File: src/rtl/alu_req_parser.sv
// Byte-stream parser that assembles 9-byte ALU request packets (command, operand A, operand B)
// and holds each request until the ALU accepts it; stalled partial packets are dropped on timeout.
module alu_req_parser #(
    parameter logic [31:0] TimeoutCycles = 32'd1000
) (
    input  logic        clk_i,
    input  logic        reset_i,
    input  logic [7:0]  data_i,
    input  logic        valid_i,
    output logic        ready_o,
    output logic        valid_o,
    output logic [1:0]  opcode_o,
    output logic [31:0] operand_a_o,
    output logic [31:0] operand_b_o,
    input  logic        ready_i,
    output logic        timeout_o
);

    typedef enum logic [1:0] {
        ST_IDLE = 2'd0,
        ST_OPA  = 2'd1,
        ST_OPB  = 2'd2,
        ST_SEND = 2'd3
    } state_t;

    localparam logic        TimeoutEn   = (TimeoutCycles != 32'd0);
    localparam logic [31:0] TimeoutLast = TimeoutCycles - 32'd1;

    function automatic logic [1:0] decode_cmd(input logic [7:0] cmd);
        logic [1:0] op;
        case (cmd)
            8'h01:   op = 2'd1;
            8'h02:   op = 2'd2;
            8'h03:   op = 2'd3;
            default: op = 2'd0;
        endcase
        return op;
    endfunction

    state_t      state_q, state_d;
    logic [1:0]  idx_q, idx_d;
    logic [31:0] tmo_cnt_q, tmo_cnt_d;
    logic [31:0] opa_q, opa_d;
    logic [31:0] opb_q, opb_d;
    logic [1:0]  opc_q, opc_d;
    logic        tmo_pulse_q, tmo_pulse_d;

    logic ready_s;
    logic valid_s;
    logic byte_xfer_s;
    logic req_xfer_s;
    logic in_operand_s;
    logic timeout_hit_s;

    assign byte_xfer_s  = valid_i & ready_s;
    assign req_xfer_s   = valid_s & ready_i;
    assign in_operand_s = (state_q == ST_OPA) || (state_q == ST_OPB);
    // The counter trips on the edge where it would reach TimeoutCycles; a byte arriving then wins.
    assign timeout_hit_s = TimeoutEn && in_operand_s && !byte_xfer_s && (tmo_cnt_q == TimeoutLast);

    // State register
    always_ff @(posedge clk_i or posedge reset_i) begin
        if (reset_i) begin
            state_q <= ST_IDLE;
        end else begin
            state_q <= state_d;
        end
    end

    // Next-state logic
    always_comb begin
        state_d = state_q;
        case (state_q)
            ST_IDLE: begin
                if (byte_xfer_s) begin
                    state_d = ST_OPA;
                end else begin
                    state_d = ST_IDLE;
                end
            end
            ST_OPA: begin
                if (byte_xfer_s && (idx_q == 2'd3)) begin
                    state_d = ST_OPB;
                end else if (timeout_hit_s) begin
                    state_d = ST_IDLE;
                end else begin
                    state_d = ST_OPA;
                end
            end
            ST_OPB: begin
                if (byte_xfer_s && (idx_q == 2'd3)) begin
                    state_d = ST_SEND;
                end else if (timeout_hit_s) begin
                    state_d = ST_IDLE;
                end else begin
                    state_d = ST_OPB;
                end
            end
            ST_SEND: begin
                if (req_xfer_s) begin
                    state_d = ST_IDLE;
                end else begin
                    state_d = ST_SEND;
                end
            end
            default: state_d = ST_IDLE;
        endcase
    end

    // Handshake outputs decoded from the state register
    always_comb begin
        ready_s = 1'b1;
        valid_s = 1'b0;
        if (state_q == ST_SEND) begin
            ready_s = 1'b0;
            valid_s = 1'b1;
        end else begin
            ready_s = 1'b1;
            valid_s = 1'b0;
        end
    end

    // Datapath next-state: byte index, idle counter, operand capture, timeout pulse
    always_comb begin
        idx_d       = idx_q;
        tmo_cnt_d   = tmo_cnt_q;
        opa_d       = opa_q;
        opb_d       = opb_q;
        opc_d       = opc_q;
        tmo_pulse_d = 1'b0;
        case (state_q)
            ST_IDLE: begin
                idx_d     = 2'd0;
                tmo_cnt_d = 32'd0;
                if (byte_xfer_s) begin
                    opc_d = decode_cmd(data_i);
                end else begin
                    opc_d = opc_q;
                end
            end
            ST_OPA, ST_OPB: begin
                if (byte_xfer_s) begin
                    if (state_q == ST_OPA) begin
                        opa_d[{idx_q, 3'b000} +: 8] = data_i;
                    end else begin
                        opb_d[{idx_q, 3'b000} +: 8] = data_i;
                    end
                    idx_d     = idx_q + 2'd1;
                    tmo_cnt_d = 32'd0;
                end else if (timeout_hit_s) begin
                    idx_d       = 2'd0;
                    tmo_cnt_d   = 32'd0;
                    tmo_pulse_d = 1'b1;
                end else if (TimeoutEn) begin
                    tmo_cnt_d = tmo_cnt_q + 32'd1;
                end else begin
                    tmo_cnt_d = tmo_cnt_q;
                end
            end
            ST_SEND: begin
                idx_d     = 2'd0;
                tmo_cnt_d = 32'd0;
            end
            default: begin
                idx_d     = 2'd0;
                tmo_cnt_d = 32'd0;
            end
        endcase
    end

    // Datapath registers
    always_ff @(posedge clk_i or posedge reset_i) begin
        if (reset_i) begin
            idx_q       <= 2'd0;
            tmo_cnt_q   <= 32'd0;
            opa_q       <= 32'd0;
            opb_q       <= 32'd0;
            opc_q       <= 2'd0;
            tmo_pulse_q <= 1'b0;
        end else begin
            idx_q       <= idx_d;
            tmo_cnt_q   <= tmo_cnt_d;
            opa_q       <= opa_d;
            opb_q       <= opb_d;
            opc_q       <= opc_d;
            tmo_pulse_q <= tmo_pulse_d;
        end
    end

    assign ready_o     = ready_s;
    assign valid_o     = valid_s;
    assign opcode_o    = opc_q;
    assign operand_a_o = opa_q;
    assign operand_b_o = opb_q;
    assign timeout_o   = tmo_pulse_q;

endmodule

File: config.mk
export PLATFORM = sky130hd
export DESIGN_NAME = alu_req_parser
export DESIGN_NICKNAME = d
export VERILOG_FILES = /design/src/rtl/alu_req_parser.sv
export SDC_FILE = /design/constraint.sdc
export NUM_CORES = 1
export LEC_CHECK = 0
export ABC_AREA = 1
export ABC_CLOCK_PERIOD_IN_PS = 3480
export BUFFER_PORTS_ARGS = -buffer_cell sky130_fd_sc_hd__buf_2
export CAP_MARGIN = 10
export CORE_MARGIN = 1
export CORE_UTILIZATION = 25
export CTS_CLUSTER_DIAMETER = 30
export CTS_CLUSTER_SIZE = 28
export DETAILED_ROUTE_END_ITERATION = 8
export GPL_TIMING_DRIVEN = 0
export PLACE_DENSITY = 0.5
export SETUP_SLACK_MARGIN = 0.2
export SYNTH_ARGS = -nofsm -noshare
export SYNTH_HDL_FRONTEND = slang
export SYNTH_SLANG_ARGS = --single-unit
File: constraint.sdc
create_clock -name clk_i -period 3.48 [get_ports clk_i]
set_clock_uncertainty 0.05 [all_clocks]
set_input_delay 0.522 -clock clk_i [delete_from_list [all_inputs] [get_ports clk_i]]
set_output_delay 0.522 -clock clk_i [all_outputs]
set_load 0.01 [all_outputs]
== After elaboration in Yosys (flattened, before gate mapping) ==
Index checks and enable logic that the tools add are counted.

* Register bits: 103
* Bits of input ports: 12

* $add $sub $neg: 3
* Reduce and logical (&&, ||, !) cells: 11
* Eq/ne operators: 9
* Bitwise gates (word level): 3
* Multiplexer cells: 21
* Shift operators: 2

{| class="wikitable"
|+ Operator list
! kind !! number
|-
| bitwise mux 32 bit || 2
|-
| two-way mux 32 bit || 2
|-
| case mux 32 bit (2 select lines) || 1
|-
| adder 32 x 1 -> 32 bit, second input constant || 1
|-
| == test 32 x 10 -> 1 bit, second input constant || 1
|-
| variable shift 8 x 7 -> 32 bit, first input constant || 1
|-
| indexed part select 8 x 7 -> 32 bit || 1
|-
| == test 8 x 2 -> 1 bit, second input constant || 2
|-
| two-way mux 2 bit || 6
|-
| == test 8 x 1 -> 1 bit, second input constant || 1
|-
| case mux 2 bit (4 select lines) || 1
|-
| two-way mux 1 bit || 7
|-
| negation 5 -> 7 bit || 1
|-
| == test 2 bit, second input constant || 3
|-
| case mux 2 bit (3 select lines) || 1
|-
| AND reduction 3 bit || 2
|-
| case mux 2 bit (2 select lines) || 1
|-
| OR reduction 2 bit || 2
|-
| logical AND 1 bit || 3
|-
| inequality test 3 bit, second input constant || 1
|-
| adder 2 x 1 -> 2 bit, second input constant || 1
|-
| AND 1 bit || 2
|-
| == test 2 x 1 -> 1 bit, second input constant || 1
|-
| logical NOT 2 bit || 1
|-
| other kinds (4) || 4
|}

== Longest topological paths before layout ==
* Depth in word-level cells: 9
* Gate-level depth with buffers: 10
* Gate-level depth less buffers: 10

== Worst setup path after synthesis ==
No wires, ideal clock.

* Path kind: register to register
* From: reg idx_q[0]
* To: reg opa_q[16], in the netlist operand_a_o[16]
* Stages on the path, launching flop included: 8
* Data arrival time: 1.663 ns
* Slack: 1.642 ns
* Required time: 3.305 ns
* Setup time: 0.125 ns
* Cells stage by stage: dfrtp_1 inv_1 ha_1 inv_1 nor2_1 nand2_1 nor2_1 mux2_2

* Cells in the longest elaborated chain, start to end: 3
* Elaborated cells between the ends (all ways): 4

{| class="wikitable"
|+ RTL lines
! item !! line !! RTL
|-
| from (decl) || 41 || <nowiki>logic [1:0] idx_q, idx_d;</nowiki>
|-
| from (signal assigned) || 181 || <nowiki>idx_q <= idx_d;</nowiki>
|-
| negation 5 -> 7 bit (*) || 144 || <nowiki>opa_d[{idx_q, 3'b000} +: 8] = data_i;</nowiki>
|-
| indexed part select 8 x 7 -> 32 bit / variable shift 8 x 7 -> 32 bit (equally long branches) || 144 ||
|-
| bitwise mux 32 bit (*) || 144 ||
|-
| to (signal assigned) || 183 || <nowiki>opa_q <= opa_d;</nowiki>
|-
| to (decl) || 43 || <nowiki>logic [31:0] opa_q, opa_d;</nowiki>
|}

Mark *: on every way between the ends. The rest lies on a longest branch, timed or not.
A chain may end at the register's enable or synchronous reset.

== Worst setup path after layout ==
* From: reg idx_q[0]
* To: reg opa_q[22], in the netlist operand_a_o[22]

Same word-level chain as after synthesis.

==> flow_metrics.env <==
export IMPL_status="finished clean"
export IMPL_clock_sinks=103
export IMPL_placed_cell_area_um2=6056
export IMPL_antenna_violating_nets_post_route=0
export IMPL_synth_seq_cells=103
export IMPL_post_cts_resize_count=0
export IMPL_dr_total_vias=4281
export IMPL_floorplan_initialDensity=0.2580
export IMPL_nNetsFinal=738
export IMPL_chipHeight_um=147.4
export IMPL_drt_wl_total_um=14210
export IMPL_critical_path_slowest_cell="dfrtp_1"
export IMPL_critical_path_cell_chain="inv_1 -> ha_1 -> inv_1 -> nor2_1 -> nand2_1 -> nor2_1 -> mux2_2"
export IMPL_synthesis_nets=646
export IMPL_final_cell_mix="nand2_1 (158), dfrtp_1 (103), nor2_1 (99), buf_2 (80), inv_1 (63)"
export IMPL_detailedRoute_firstPassIterationCount=5
export IMPL_detailed_place_hpwl_um=10680
export IMPL_critical_path_top_delay_family="flip-flops"
export IMPL_holdCritPathClass="input port to asynchronous set/reset pin"
export IMPL_fmaxAchievable_ghz=0.4445
export IMPL_post_synth_inst_count=622
export IMPL_yosysUniqueCellTypes=26
export IMPL_power_density_nw_per_um2=614.8
export IMPL_route_detailed_wl_per_inst_um=14.38
export IMPL_power_ir_vdd_worst_v=0.0002639
export IMPL_worst_path_largest_cell_delay_ns=0.50
export IMPL_h_tree_depth=3
export IMPL_port_buffer_count=80
export IMPL_clock_latency_ns=0.35
export IMPL_core_region_area_um2=20490
export IMPL_max_slew_margin_rel=0.5486
export IMPL_synth_sequential_area_ratio=0.4875
export IMPL_finalInstanceArea_um2=6360
export IMPL_tightestPinTransition_ns=0.6771
export IMPL_leakagePower_uw=0.003247
export IMPL_gp_routability_congestion=0.7990
export IMPL_grt_util_all_layers=0.1352
export IMPL_slew_viol_final=0
export IMPL_cp_required_ns=3.67
export IMPL_arrival_ns=2.44
export IMPL_synth_area_um2=5288
export IMPL_nFillCells=2187
export IMPL_globalRoute_totalOverflow=0
export IMPL_cap_violations=0
export IMPL_die_area_um2=21740
export IMPL_cts_setup_buffers=0
export IMPL_layout_cells_most_common="nand2_1"
export IMPL_placement_rows=52
export IMPL_clk_pin_slew_ns=0.07
export IMPL_syn_avg_cell_area_um2=8.501
export IMPL_chipWidth_um=147.4
export IMPL_initialDrtViolationCount=197
export IMPL_finalCoreUtilization=0.3103
export IMPL_grt_first_pass_wirelength_um=22800
export IMPL_routed_via_density=4.333
export IMPL_ctsRootBufferMaster="clkbuf_16"
export IMPL_cts_hold_buffers=0
export IMPL_critical_path_class="flop to flop"
export IMPL_type_of_destination_of_the_critical_path="flop"
export IMPL_critPathBufInv=2
export IMPL_drive_gt1_frac=0.2409
export IMPL_synthToLayoutAreaGrowth_pct=20.28
export IMPL_clock_tree_from_tritoncts="done"
export IMPL_rsz0062_at_grt="no"
export IMPL_worst_path_max_fanout=8
export IMPL_startpoint_class_of_the_critical_path="flop"
export IMPL_first_global_vias=4250
export IMPL_yosys_warnings=0
export IMPL_fin_crit_sh=0.6465
export IMPL_drcViolationCount=0
export IMPL_cts_path_max_buffers=2
export IMPL_report_final_hold_viol_count=0
export IMPL_final_min_clock_period_ns=2.250
export IMPL_io_pins=81
export IMPL_antenna_diode_count=0
export IMPL_grt_start_max_net_pins=58
export IMPL_tritoncts_buffer_count=9
export IMPL_initial_antenna_violation_count=0
export IMPL_timing_final_setup_violations=0
## metal layers
layer	track usage	part of all wire	up-vias	wire [um]
met3	0.04321	0.070	7	993
met2	0.2182	0.46	109	6578
met5	0	0	-	0
met4	0.02938	0.0070	0	99
li1	-	-	2153	-
met1	0.1765	0.46	2012	6539
## final cells by class
cell class / count / area (um^2) / area share
inverters: 71 / 269.0 / 0.04230
clock buffers: 10 / 239.0 / 0.03758
multi-input cells: 443 / 2387 / 0.3754
well taps: 270 / 337.8 / 0.05312
flip-flops and latches: 103 / 2577 / 0.4053
plain buffers: 5 / 56.30 / 0.008853
repair buffers: 81 / 427.9 / 0.06728
clock inverters: 5 / 65.06 / 0.01023
## logic make-up after synthesis
group / Yosys count / synth area share
XOR/XNOR: 11 / 0.01822
multiplexers: 32 / 0.06815
AO/OA/AOI/OAI: 49 / 0.04638
AND/OR/NAND/NOR: 339 / 0.2903
adder cells (fa/ha/maj): 12 / 0.02839
buffers and inverters: 76 / 0.06105
flip-flops: 103 / 0.4875
## synthesized netlist by cell type (all sizes together)
| cell | instances | share of area |
|---|---|---|
| ha | 12 | 0.028 |
| clkinv | 4 | 0.0028 |
| a21oi | 8 | 0.0076 |
| nand2 | 167 | 0.13 |
| nor4 | 1 | 0.0012 |
| nor2 | 122 | 0.11 |
| or2 | 1 | 0.0012 |
| mux2 | 32 | 0.068 |
| dfrtp | 103 | 0.49 |
| o21ai | 41 | 0.039 |
| inv | 67 | 0.048 |
| buf | 5 | 0.011 |
| nand3 | 21 | 0.022 |
| nand4 | 6 | 0.0071 |
| nor3b | 2 | 0.0028 |
| xor2 | 10 | 0.017 |
| xnor2 | 1 | 0.0017 |
| nor3 | 19 | 0.019 |
## metrics by stage
stage | hold WS [ns] | cells | total power (uW) | worst slack (ns) | setup TNS, ns
after floorplan | 0.3989 | 622 | 2397 | 0.2042 | 0
after global placement | 0.4079 | 972 | 2871 | -1.402 | -143.67
after detailed placement | 0.4129 | 973 | 2886 | 1.242 | 0
after CTS | 0.2354 | 988 | 3974 | 1.230 | 0
after global routing | 0.2593 | 988 | 4162 | 1.035 | 0
final | 0.2067 | 988 | 3910 | 1.230 | 0
## registers in the layout (all words and copies together), names as in the netlist
name,count
operand_a_o,32
operand_b_o,32
timeout_o,1
state_q,2
opcode_o,2
idx_q,2
tmo_cnt_q,32
## path summary, 6_finish.rpt
path / from / endpoint / slack [ns] / cells past startpoint
max: idx_q[0]$_DFFE_PP0P_ / operand_a_o[22]$_DFFE_PP0P_ / 1.23 / 7
min reg2reg: operand_b_o[24]$_DFFE_PP0P_ / operand_b_o[24]$_DFFE_PP0P_ / 0.43 / 2
max reg2reg: idx_q[0]$_DFFE_PP0P_ / operand_a_o[22]$_DFFE_PP0P_ / 1.23 / 7
min: reset_i / operand_b_o[27]$_DFFE_PP0P_ / 0.21 / 2
max in group asynchronous: reset_i / operand_b_o[21]$_DFFE_PP0P_ / 2.47 / 3
min in group clk_i: operand_b_o[24]$_DFFE_PP0P_ / operand_b_o[24]$_DFFE_PP0P_ / 0.43 / 2
## power breakdown
group          internal, uW  switching [uW]  total, uW
combinational           446             849       1300
sequential             1420             130       1550
clock                   584             485       1070
total                  2440            1470       3910
(Power assumes the default switching activity.)
